[config.mk]
export PLATFORM = sky130hd
export DESIGN_NAME = tbcm_weighted_round_robin_arbiter
export DESIGN_NICKNAME = d
export VERILOG_FILES = /design/src/rtl/tbcm_weighted_round_robin_arbiter.sv
export SDC_FILE = /design/constraint.sdc
export NUM_CORES = 1
export LEC_CHECK = 0
export BUFFER_PORTS_ARGS = -buffer_cell sky130_fd_sc_hd__buf_2
export CORE_MARGIN = 2
export CORE_UTILIZATION = 35
export DETAILED_ROUTE_END_ITERATION = 16
export PLACE_DENSITY = 0.63
export SYNTH_ARGS = -nofsm -noshare
export SYNTH_HDL_FRONTEND = slang
export SYNTH_SLANG_ARGS = --single-unit
[constraint.sdc]
create_clock -name clk -period 8 [get_ports clk]
set_clock_uncertainty 0.2 [all_clocks]
set_input_delay 0.4 -clock clk [delete_from_list [all_inputs] [get_ports clk]]
set_output_delay 0.4 -clock clk [all_outputs]
set_load 0.005 [all_outputs]
[src/rtl/tbcm_weighted_round_robin_arbiter.sv]
// Weighted round-robin arbiter: zero-latency grant from IDLE, grant held until freed.
// Optional forced release after TIMEOUT granted cycles when TBCM_WRR_TIMEOUT_EN is defined.
module tbcm_weighted_round_robin_arbiter #(
  parameter int REQUESTS     = 4,
  parameter int WEIGHT_WIDTH = 4,
  parameter int TIMEOUT      = 16
) (
  input  logic                             clk,
  input  logic                             rst,
  input  logic [REQUESTS-1:0]              i_request,
  input  logic [REQUESTS*WEIGHT_WIDTH-1:0] i_weight,
  input  logic [REQUESTS-1:0]              i_free,
  output logic [REQUESTS-1:0]              o_grant,
  output logic                             o_busy,
  output logic                             o_timeout
);
  localparam int IW = $clog2(REQUESTS);

  typedef enum logic [0:0] {IDLE, GRANTED} state_t;

  if (REQUESTS < 2 || TIMEOUT < 2) begin : g_param_check
    $error("tbcm_weighted_round_robin_arbiter: REQUESTS and TIMEOUT must be >= 2");
  end

  state_t                  state_reg, state_next;
  logic [IW-1:0]           winner_reg;
  logic [IW-1:0]           ptr_reg;
  logic [WEIGHT_WIDTH-1:0] credit_reg [REQUESTS];
  logic [WEIGHT_WIDTH-1:0] w_eff [REQUESTS];
  logic [REQUESTS-1:0]     eligible;
  logic [REQUESTS-1:0]     cand;
  logic                    reload;
  logic                    found;
  logic [IW-1:0]           win_idx;
  logic [WEIGHT_WIDTH-1:0] win_left;
  logic                    arb_en;
  logic                    grant_fire;
  logic                    release_now;
  logic [REQUESTS-1:0]     grant;

  // A weight of zero behaves as one grant per round.
  for (genvar gi = 0; gi < REQUESTS; gi++) begin : g_req
    assign w_eff[gi] = (i_weight[gi*WEIGHT_WIDTH +: WEIGHT_WIDTH] == '0) ?
                       WEIGHT_WIDTH'(1) : i_weight[gi*WEIGHT_WIDTH +: WEIGHT_WIDTH];
    assign eligible[gi] = i_request[gi] && (credit_reg[gi] != '0);
  end

  function automatic logic [IW-1:0] wrap_add(input logic [IW-1:0] base, input int k);
    int s;
    s = int'(base) + k;
    if (s >= REQUESTS) s = s - REQUESTS;
    return IW'(s);
  endfunction

`ifdef TBCM_WRR_TIMEOUT_EN
  localparam int HW = $clog2(TIMEOUT + 1);
  logic [HW-1:0] hold_cnt_reg;
  logic          timeout_reg;
  logic          timeout_next;
  assign arb_en    = (state_reg == IDLE) && !timeout_reg;
  assign o_timeout = timeout_reg;
`else
  assign arb_en    = (state_reg == IDLE);
  assign o_timeout = 1'b0;
`endif

  // Circular search from the pointer; with no credited requester, everyone reloads.
  always_comb begin
    reload  = (eligible == '0);
    cand    = reload ? i_request : eligible;
    found   = 1'b0;
    win_idx = ptr_reg;
    for (int k = 0; k < REQUESTS; k++) begin
      if (!found && cand[wrap_add(ptr_reg, k)]) begin
        found   = 1'b1;
        win_idx = wrap_add(ptr_reg, k);
      end
    end
    win_left = reload ? (w_eff[win_idx] - WEIGHT_WIDTH'(1))
                      : (credit_reg[win_idx] - WEIGHT_WIDTH'(1));
  end

  assign grant_fire = arb_en && (i_request != '0);

  always_comb begin
    state_next  = state_reg;
    release_now = 1'b0;
`ifdef TBCM_WRR_TIMEOUT_EN
    timeout_next = 1'b0;
`endif
    case (state_reg)
      IDLE: begin
        if (grant_fire) state_next = GRANTED;
      end
      GRANTED: begin
        if (i_free[winner_reg]) begin
          state_next  = IDLE;
          release_now = 1'b1;
        end
`ifdef TBCM_WRR_TIMEOUT_EN
        else if (hold_cnt_reg == HW'(TIMEOUT - 1)) begin
          state_next   = IDLE;
          release_now  = 1'b1;
          timeout_next = 1'b1;
        end
`endif
      end
      default: state_next = IDLE;
    endcase
  end

  always_ff @(posedge clk or posedge rst) begin
    if (rst) state_reg <= IDLE;
    else     state_reg <= state_next;
  end

  always_ff @(posedge clk or posedge rst) begin
    if (rst) begin
      winner_reg <= '0;
      ptr_reg    <= '0;
      for (int i = 0; i < REQUESTS; i++) credit_reg[i] <= '0;
    end else if (grant_fire) begin
      winner_reg <= win_idx;
      ptr_reg    <= (win_left != '0) ? win_idx :
                    ((win_idx == IW'(REQUESTS - 1)) ? '0 : win_idx + IW'(1));
      for (int i = 0; i < REQUESTS; i++) begin
        if (reload)
          credit_reg[i] <= (win_idx == IW'(i)) ? w_eff[i] - WEIGHT_WIDTH'(1) : w_eff[i];
        else if (win_idx == IW'(i))
          credit_reg[i] <= credit_reg[i] - WEIGHT_WIDTH'(1);
      end
    end
  end

`ifdef TBCM_WRR_TIMEOUT_EN
  always_ff @(posedge clk or posedge rst) begin
    if (rst) begin
      hold_cnt_reg <= '0;
      timeout_reg  <= 1'b0;
    end else begin
      timeout_reg <= timeout_next;
      if (grant_fire || release_now) hold_cnt_reg <= '0;
      else if (state_reg == GRANTED) hold_cnt_reg <= hold_cnt_reg + HW'(1);
    end
  end
`endif

  always_comb begin
    grant = '0;
    if (state_reg == GRANTED) grant[winner_reg] = 1'b1;
    else if (grant_fire)      grant[win_idx]    = 1'b1;
  end

  // Gate with rst so the grant vanishes the moment reset rises.
  assign o_grant = rst ? '0 : grant;
  assign o_busy  = (state_reg == GRANTED);
endmodule

==> run summary, run 1 <==
Cell internal power was estimated by the tool at 0.359 mW. The total global routing overflow is 0. The mean area per synthesized cell came out at between 7 and 8 µm². The clock sink count came out at 21. The top cell type's share of synthesized area is 26.0%.

The combined area of all synthesized cells is ~2000 µm². STA classifies the critical path endpoint as a flop. The count of distinct cell types in the synthesized netlist is between 40 and 50. The initial core utilization is 36.5%. The net load switching power came out at around 0.34 mW.

Among all flip-flop cells after synthesis, the most frequent one is sky130_fd_sc_hd__dfrtp_1. The run finished with clean final reports. The remaining design rule violation count came out at 0. The most common cell in the synthesized netlist is sky130_fd_sc_hd__nor2_1. The total count of max-transition violations in the final report is 0. The via count of the first global-routing pass is about 1800. The count of input and output buffers came out at 30. The setup path with the least slack is of type reg2reg. The final weighted congestion in routability-driven placement is 0.812.

Clock-pin slew was measured on the worst setup and hold paths at 0.08 ns. TritonCTS built the clock tree. The worst hold path class is in2async. The maximum number of pins on one net before global-route repair came out at 24. The final antenna-violating net count came out at 0. The count of yosys warnings during synthesis came out at 0.

Cells with a size suffix above 1 make up 17.9% of the layout. The number of nets in the synthesized netlist is ~300. The full die area is 6400 µm². The number of enable flip-flop cells after synthesis came out at 0. Of the total power, combinational logic draws 58.5%. Of the total power, the share spent switching nets is 48.5%. The standard-cell row count is 27. The buffer cell driving the clock tree root is sky130_fd_sc_hd__clkbuf_8. The number of buffers created by CTS came out at 3. The critical path goes through inv_1 > ha_1 > or3b_4 > a22oi_4 > a31oi_4 > a211oi_4 > nor2_1 > inv_1 > ha_1 > or4b_2 > a21oi_1 > a31oi_1 > nor2_1 > a21oi_1. sky130_fd_sc_hd__dfrtp_1 takes more of the synthesized area than any other cell.

The global-route wire length before repair came out at 8590 µm. The count of final hold-check violations is 0. The total half-perimeter wirelength after legalization and detailed placement came out at 3830 µm. The highest achievable clock rate came out at 247 MHz. At the worst endpoint, the required time is 7.95 ns.

Adding up every negative setup slack in the final design gives 0 ns. Once the clock tree was built, the resizer swapped 0 gates to a different size. The register area share after synthesis came out at 26.0%. The buffer levels on the longest clock path came out at 2. The detailed router placed 2054 vias in this run.

In this run, flip-flops and latches consume between 30% and 40% of the power. The number of optimization iterations in the first detailed-route pass is 4. The worst hold margin came out at 0.129 ns. The later pin in the worst-skew pair is clocked with a latency of between 0.2 and 0.3 ns. The number of levels the H-tree was split into came out at 1.

The maximum fanout encountered on the critical timing path came out at 12. Once the clock tree was built, the setup fixing pass inserted 0 buffers. The overall track demand over capacity in global routing is 17.0%.

Sorting the synthesized cells by how often they occur yields sky130_fd_sc_hd__nor2_1, sky130_fd_sc_hd__a21oi_1, sky130_fd_sc_hd__nand2_1. In this run the static leakage power is approximately 0.96 nW. The minimum clock period after layout came out at about 4 ns. The iteration-0 DRC count of the detailed router came out at 126.

The power density relative to cell area is 308 nW/µm². The type of element launching the critical path is a flop. In this run the critical register-to-register path is launched from credit_reg[0]. The horizontal die dimension came out at 80.0 µm. Setup violations remaining at the end of the flow were counted as 0. The area added between synthesis and finish came out at 12.0%. The I/O pin count came out at 32.

The average wire per standard cell came out at 14.4 µm. The flip-flop count of the largest register, all copies and words added came out at 16. The layout net count is 329.

The routed via count divided by cell count came out at approximately 5.7. The maximum vdd ir drop is 0.128 mV. The worst path uses between 50% and 60% of the clock period. After floorplanning, the core was sized to cover 5540 µm². The relative slew slack came out at roughly 18%. The number of antenna cells inserted is 0.

The tool flagged a number of max-cap violations equal to 0. Setup repair after global routing left no endpoint under its margin. The number of antenna violations at the first check in global routing came out at 0.

The clock share of power came out at 10.5%. Tracing the worst setup path back leads to its startpoint at credit_reg[0]. The count of hold buffers inserted by post-cts repair is 0. On the critical path, the stage with the largest delay is an instance of sky130_fd_sc_hd__or4b_2.

In this run, synthesis produced a sequential element count of 21. The die boundary height is around 80 µm. The delay of the slowest cell on the worst path came out at 0.62 ns. After synthesis, the cell types taking the most area are sky130_fd_sc_hd__dfrtp_1, sky130_fd_sc_hd__ha_1, sky130_fd_sc_hd__a21oi_1, sky130_fd_sc_hd__nor2_1, sky130_fd_sc_hd__o21ai_0. The transition time of the tightest slew-check pin is 1.22 ns. Summed over all layers, the routed wires come to between 5000 and 6000 µm. The share of synthesized registers carrying an async set or reset came out at 100%. Synthesis handed over a netlist of 268 instances. At the worst endpoint, the arrival time is 3.99 ns.
## power by group through the flow
stage	logic, mW	clock network [mW]	registers [mW]
final	0.408	0.0734	0.216
after global routing	0.461	0.0787	0.225
after CTS	0.409	0.0751	0.215
after detailed placement	0.406	0	0.218
after global placement	0.403	0	0.217
after floorplan	0.318	0	0.203
## kinds of logic after synthesis
logic type	synth area share, %
DFF	26.0
buffers and inverters	7.11
adders and majority gates	7.42
AOI/OAI and AO/OA	31.1
other	0.185
and+or+nand+nor	23.9
xor gates and xnor gates	1.73
muxes	2.60
## per-layer routing
layer	GRT usage (%)	part of all wire, %	wire, µm	up-vias
met1	22.7	49	2560	986
met3	1.70	4.0	211	4
met5	0	0	0	-
met4	4.07	0.90	47	0
met2	29.3	46	2400	46
li1	-	-	-	1018
## final cells by class
type                            count  area (µm²)
Fill cell                         599        3270
Multi-Input combinational cell    210        1350
Sequential cell                    21         526
Timing Repair Buffer               32         165
Tap cell                           72        90.1
Inverter                           23        86.3
Clock buffer                        4        45.0
## final timing paths
path                                  end  slack (ns)  cells past startpoint
min in group clk           credit_reg[15]        0.26                      3
max reg2reg                credit_reg[11]        3.96                     14
max                        credit_reg[11]        3.96                     14
max in group asynchronous   credit_reg[3]        6.94                      2
min reg2reg                 credit_reg[9]        0.37                      2
min                         credit_reg[5]        0.13                      2
## per-stage QoR
stage                     cell area, µm²  std cells  power, mW  util, %  worst slack (ns)
after floorplan                     2020        268      0.521        -              4.63
after global placement              2220        358      0.620     40.1              4.04
after detailed placement            2220        358      0.624     40.1              3.99
after CTS                           2270        362      0.699     40.9              3.97
after global routing                2270        362      0.765     40.9              3.72
final                               2270        362      0.698     40.9              3.96
## cells in the final DEF, fill, tap and decap left out, types with 3 or more instances in the layout
cell / Yosys / routed
sky130_fd_sc_hd__nand3_1: 7 / 7
sky130_fd_sc_hd__nor2_1: 33 / 33
sky130_fd_sc_hd__mux2i_1: 3 / 3
sky130_fd_sc_hd__or4b_2: 4 / 4
sky130_fd_sc_hd__ha_1: 12 / 12
sky130_fd_sc_hd__nand4_1: 6 / 6
sky130_fd_sc_hd__dfrtp_1: 21 / 21
sky130_fd_sc_hd__nand2_1: 24 / 24
sky130_fd_sc_hd__a21oi_1: 29 / 29
sky130_fd_sc_hd__clkbuf_8: 0 / 3
sky130_fd_sc_hd__a31oi_1: 6 / 6
sky130_fd_sc_hd__o21ai_0: 22 / 22
sky130_fd_sc_hd__xnor2_1: 4 / 4
sky130_fd_sc_hd__buf_2: 1 / 30
sky130_fd_sc_hd__inv_1: 23 / 23
sky130_fd_sc_hd__o22ai_1: 4 / 4
sky130_fd_sc_hd__nor3_1: 11 / 11
sky130_fd_sc_hd__a22oi_1: 5 / 5
## worst max-delay path, delay by kind of cell, from the launching register on
kind                     cells  cell delay (ns)
AO/OA/AOI/OAI                6             1.14
buffers and inverters        2             0.21
flip-flops                   1             0.43
AND/OR/NAND/NOR              4             1.34
adder cells (fa/ha/maj)      2             0.60
No activity file was read; power rests on OpenSTA's default activity.
==> run 2, diff against run 1 <==
--- a/config.mk
+++ b/config.mk
@@ -9,7 +9,7 @@
 export CORE_MARGIN = 2
 export CORE_UTILIZATION = 35
 export DETAILED_ROUTE_END_ITERATION = 16
-export PLACE_DENSITY = 0.63
+export PLACE_DENSITY = 0.65
 export SYNTH_ARGS = -nofsm -noshare
 export SYNTH_HDL_FRONTEND = slang
 export SYNTH_SLANG_ARGS = --single-unit
==> constraint.sdc (replaced) <==
create_clock -name clk -period 3.35 [get_ports clk]
set_clock_uncertainty 0.2 [all_clocks]
set_input_delay 0.1675 -clock clk [delete_from_list [all_inputs] [get_ports clk]]
set_output_delay 0.1675 -clock clk [all_outputs]
set_load 0.005 [all_outputs]
==> run 2 against run 1 <==
  * The run now ends with setup timing left
  * Non-clock buffer count increased by 50
  * Worst setup slack got worse by 4.0 ns
  * Combinational power rose to 3.9 times the previous value
  * Maximum frequency increased by 18%
  * Flip-flop and latch count did not move
  * Largest power group unchanged
  * Critical path type unchanged
==> run summary, run 2 (synthesized netlist as in run 1, its figures left out) <==
The number of antenna cells inserted was 0 (unchanged). The number of buffers created by CTS is 3 (unchanged). The maximum number of pins on one net before global-route repair is 24 (unchanged). The overall track demand over capacity in global routing is 19.6% (was 17.0%). The total global routing overflow was 0 (unchanged). The number of optimization iterations in the first detailed-route pass is 5 (was 4). The die boundary height came out at 80.0 µm (unchanged).

The type of the setup path with the least slack was reg2reg (unchanged). The final critical-path share of the clock period came to 102% (was 50.5%). The relative slew slack came to 31.9% (was 18.3%). The worst-path cell with the longest stage delay was sky130_fd_sc_hd__or4b_2 (unchanged). The horizontal die dimension is 80.0 µm (unchanged). The leakage power came out at 1.25 nW (was 0.957 nW). The path length in cells of the critical path is 11 (was 14). Sequence of cells on the critical path: inv_2 > ha_4 > or3b_4 > a222oi_1 > o21ai_1 > a311oi_1 > a21o_1 > ha_1 > or4b_2 > a31oi_1 > o22ai_1 (was inv_1 > ha_1 > or3b_4 > a22oi_4 > a31oi_4 > a211oi_4 > nor2_1 > inv_1 > ha_1 > or4b_2 > a21oi_1 > a31oi_1 > nor2_1 > a21oi_1). The clock sink count is 21 (unchanged). The final reports fail on setup timing.

The full die area is 6400 µm² (unchanged). The total count of max-transition violations in the final report was 0 (unchanged). The routed via count divided by cell count was 5.59 (was 5.67). The kind of end point of the critical path is a flop (unchanged). The initial core utilization came out at 36.5% (unchanged). The I/O pin count came out at 32 (unchanged). The worst reg2reg path endpoint is credit_reg[15] (was credit_reg[11]). The standard-cell row count is 27 (unchanged). Result of the run: finished, violations left (was finished clean). The worst-case setup slack after placement came out at -0.119 ns (was 3.99 ns). The post-layout total power is 2.30 mW (was 0.698 mW). The switching part of the total was 44.6% (was 48.5%). The slack of the worst reg-to-reg path came out at -0.08 ns (was 3.96 ns). The number of buffer and inverter stages on the critical path is 1 (was 2). The total core area came out at 5540 µm² (unchanged). The final worst slack is -0.0766 ns (was 3.96 ns).

The net load switching power is 1.02 mW (was 0.338 mW). The flip-flop count of the largest register, all copies and words added came out at 16 (unchanged). The worst hold margin came out at 0.0104 ns (was 0.129 ns). The cell-internal power is 1.27 mW (was 0.359 mW). The power density relative to cell area is 813 nW/µm² (was 308 nW/µm²). The remaining design rule violation count came out at 0 (unchanged). The total half-perimeter wirelength after legalization and detailed placement came out at 4390 µm (was 3830 µm). The count of vias placed by the detailed router is 2302 (was 2054).

The fraction of power consumed by sequential logic is 22.0% (was 31.0%). The via count of the first global-routing pass is 2055 (was 1830). RSZ-0062 raised after global routing: true (was false). The max-capacitance violation count came to 0 (unchanged). The clock share of power is 8.3% (was 10.5%). The average wire per standard cell is 15.7 µm (was 14.4 µm). The number of levels the H-tree was split into is 1 (unchanged). The number of antenna violations at the first check in global routing came out at 0 (unchanged). The logic depth of the worst register-to-register path is 11 (was 14). The TritonCTS clock tree was built (unchanged). The layout net count was 379 (was 329).

The clock latency on the worst-skew pair came to 0.27 ns (was 0.26 ns). The type of element launching the critical path is a flop (unchanged). The worst hold path class is in2reg (was in2async). The final setup violation count is 8 (was 0). The iteration-0 DRC count of the detailed router was 191 (was 126). The most frequent standard cell in the layout excluding fill and tap cells is sky130_fd_sc_hd__buf_4 (was sky130_fd_sc_hd__nor2_1). The count of final hold-check violations came out at 0 (unchanged). Commonest non-fill, non-tap cells in the layout: sky130_fd_sc_hd__buf_4, sky130_fd_sc_hd__nor2_1, sky130_fd_sc_hd__buf_2 (was sky130_fd_sc_hd__nor2_1, sky130_fd_sc_hd__buf_2, sky130_fd_sc_hd__a21oi_1). The buffer levels on the longest clock path is 2 (unchanged). The worst endpoint data arrival time came out at 3.39 ns (was 3.99 ns). The global-route wire length before repair is 9810 µm (was 8590 µm). The share of cells above drive strength 1 was 37.1% (was 17.9%). The transition time of the tightest slew-check pin is 1.02 ns (was 1.22 ns). The final weighted congestion in routability-driven placement is 0.852 (was 0.812). The category of cells accounting for the largest share of critical-path delay is compound AO/OA/AOI/OAI gates (was simple AND/OR/NAND/NOR gates). The critical path endpoint was credit_reg[15] (was credit_reg[11]). The area added between synthesis and finish came out at 39.6% (was 12.0%).

The final antenna-violating net count is 0 (unchanged). The highest achievable clock rate came out at 292 MHz (was 247 MHz). The required time of the critical path came to 3.31 ns (was 7.95 ns). The combinational cell fraction of total power is 69.7% (was 58.5%).

The maximum fanout encountered on the critical timing path is 5 (was 12). The buffer cell driving the clock tree root is sky130_fd_sc_hd__clkbuf_8 (unchanged). The delay of the slowest cell on the worst path is 0.59 ns (was 0.62 ns).

The worst setup path startpoint is credit_reg[1] (was credit_reg[0]). The maximum vdd ir drop is 0.364 mV (was 0.128 mV). The final routed wirelength across all metal layers is 6480 µm (was 5220 µm). The register clock-pin slew on the reported worst setup and hold paths is 0.09 ns (was 0.08 ns).

The count of input and output buffers is 30 (unchanged). The minimum clock period after layout came out at 3.43 ns (was 4.04 ns). The worst reg2reg path startpoint was credit_reg[1] (was credit_reg[0]).
[run 2: worst min path at each step]
stage | from | end | slack (ns) | depth (start not counted)
4_1_cts | i_weight[3] | credit_reg[15] | 0.01 | 3
6_report | i_weight[3] | credit_reg[15] | 0.01 | 3
5_1_grt | i_weight[3] | credit_reg[15] | 0.04 | 3
3_3_place_gp | rst | o_busy | 0.25 | 2
2_1_floorplan | rst | credit_reg[0] | -0.06 | 1
3_5_place_dp | rst | o_busy | 0.25 | 2
[run 2: through the flow]
stage          util (%)  TNS [ns]  cell area [µm²]  cells
2_1_floorplan         -         0             2030    268
3_5_place_dp       44.6    -0.433             2470    389
3_3_place_gp       44.6    -0.298             2470    389
4_1_cts            47.3   -0.0418             2620    398
6_report           51.0    -0.348             2830    412
5_1_grt            51.0     -1.93             2830    412
[run 2: what timing repair did]
action / in CTS / in global routing
resized for setup: 19 / 31
setup buffers: 4 / 14
setup endpoints to repair: 9 / 14
hold buffers: 1 / 0
pin swaps: 12 / 14
hold endpoints to repair: 21 / 0
[run 2: power groups by stage]
stage	clock (mW)	sequential [mW]	combinational [mW]
after global placement	0	0.496	1.22
after global routing	0.201	0.526	1.74
final	0.190	0.506	1.60
after detailed placement	0	0.500	1.24
after floorplan	0	0.484	0.763
after CTS	0.191	0.499	1.33
[run 2: area by class of cell]
cell class / count / area, µm²
repair buffers: 82 / 589
fillers: 563 / 2720
clock inverters: 1 / 7.51
flip-flops and latches: 21 / 526
clock buffers: 3 / 41.3
well taps: 72 / 90.1
multi-input cells: 210 / 1490
inverters: 23 / 86.3
[run 2: per-layer routing]
metal / GRT usage, % / share of wire, % / vias up
li1: - / - / 1128
met3: 2.71 / 4.6 / 12
met1: 26.2 / 44 / 1099
met2: 33.8 / 50 / 63
met5: 0 / 0 / -
met4: 3.39 / 1.2 / 0
[run 2: worst register-to-register path: stages (launching register included)]
cell	delay, ns
sky130_fd_sc_hd__dfrtp_1	0.41
sky130_fd_sc_hd__inv_2	0.09
sky130_fd_sc_hd__ha_4	0.13
sky130_fd_sc_hd__or3b_4	0.41
sky130_fd_sc_hd__a222oi_1	0.33
sky130_fd_sc_hd__o21ai_1	0.14
sky130_fd_sc_hd__a311oi_1	0.29
sky130_fd_sc_hd__a21o_1	0.23
sky130_fd_sc_hd__ha_1	0.21
sky130_fd_sc_hd__or4b_2	0.59
sky130_fd_sc_hd__a31oi_1	0.19
sky130_fd_sc_hd__o22ai_1	0.09
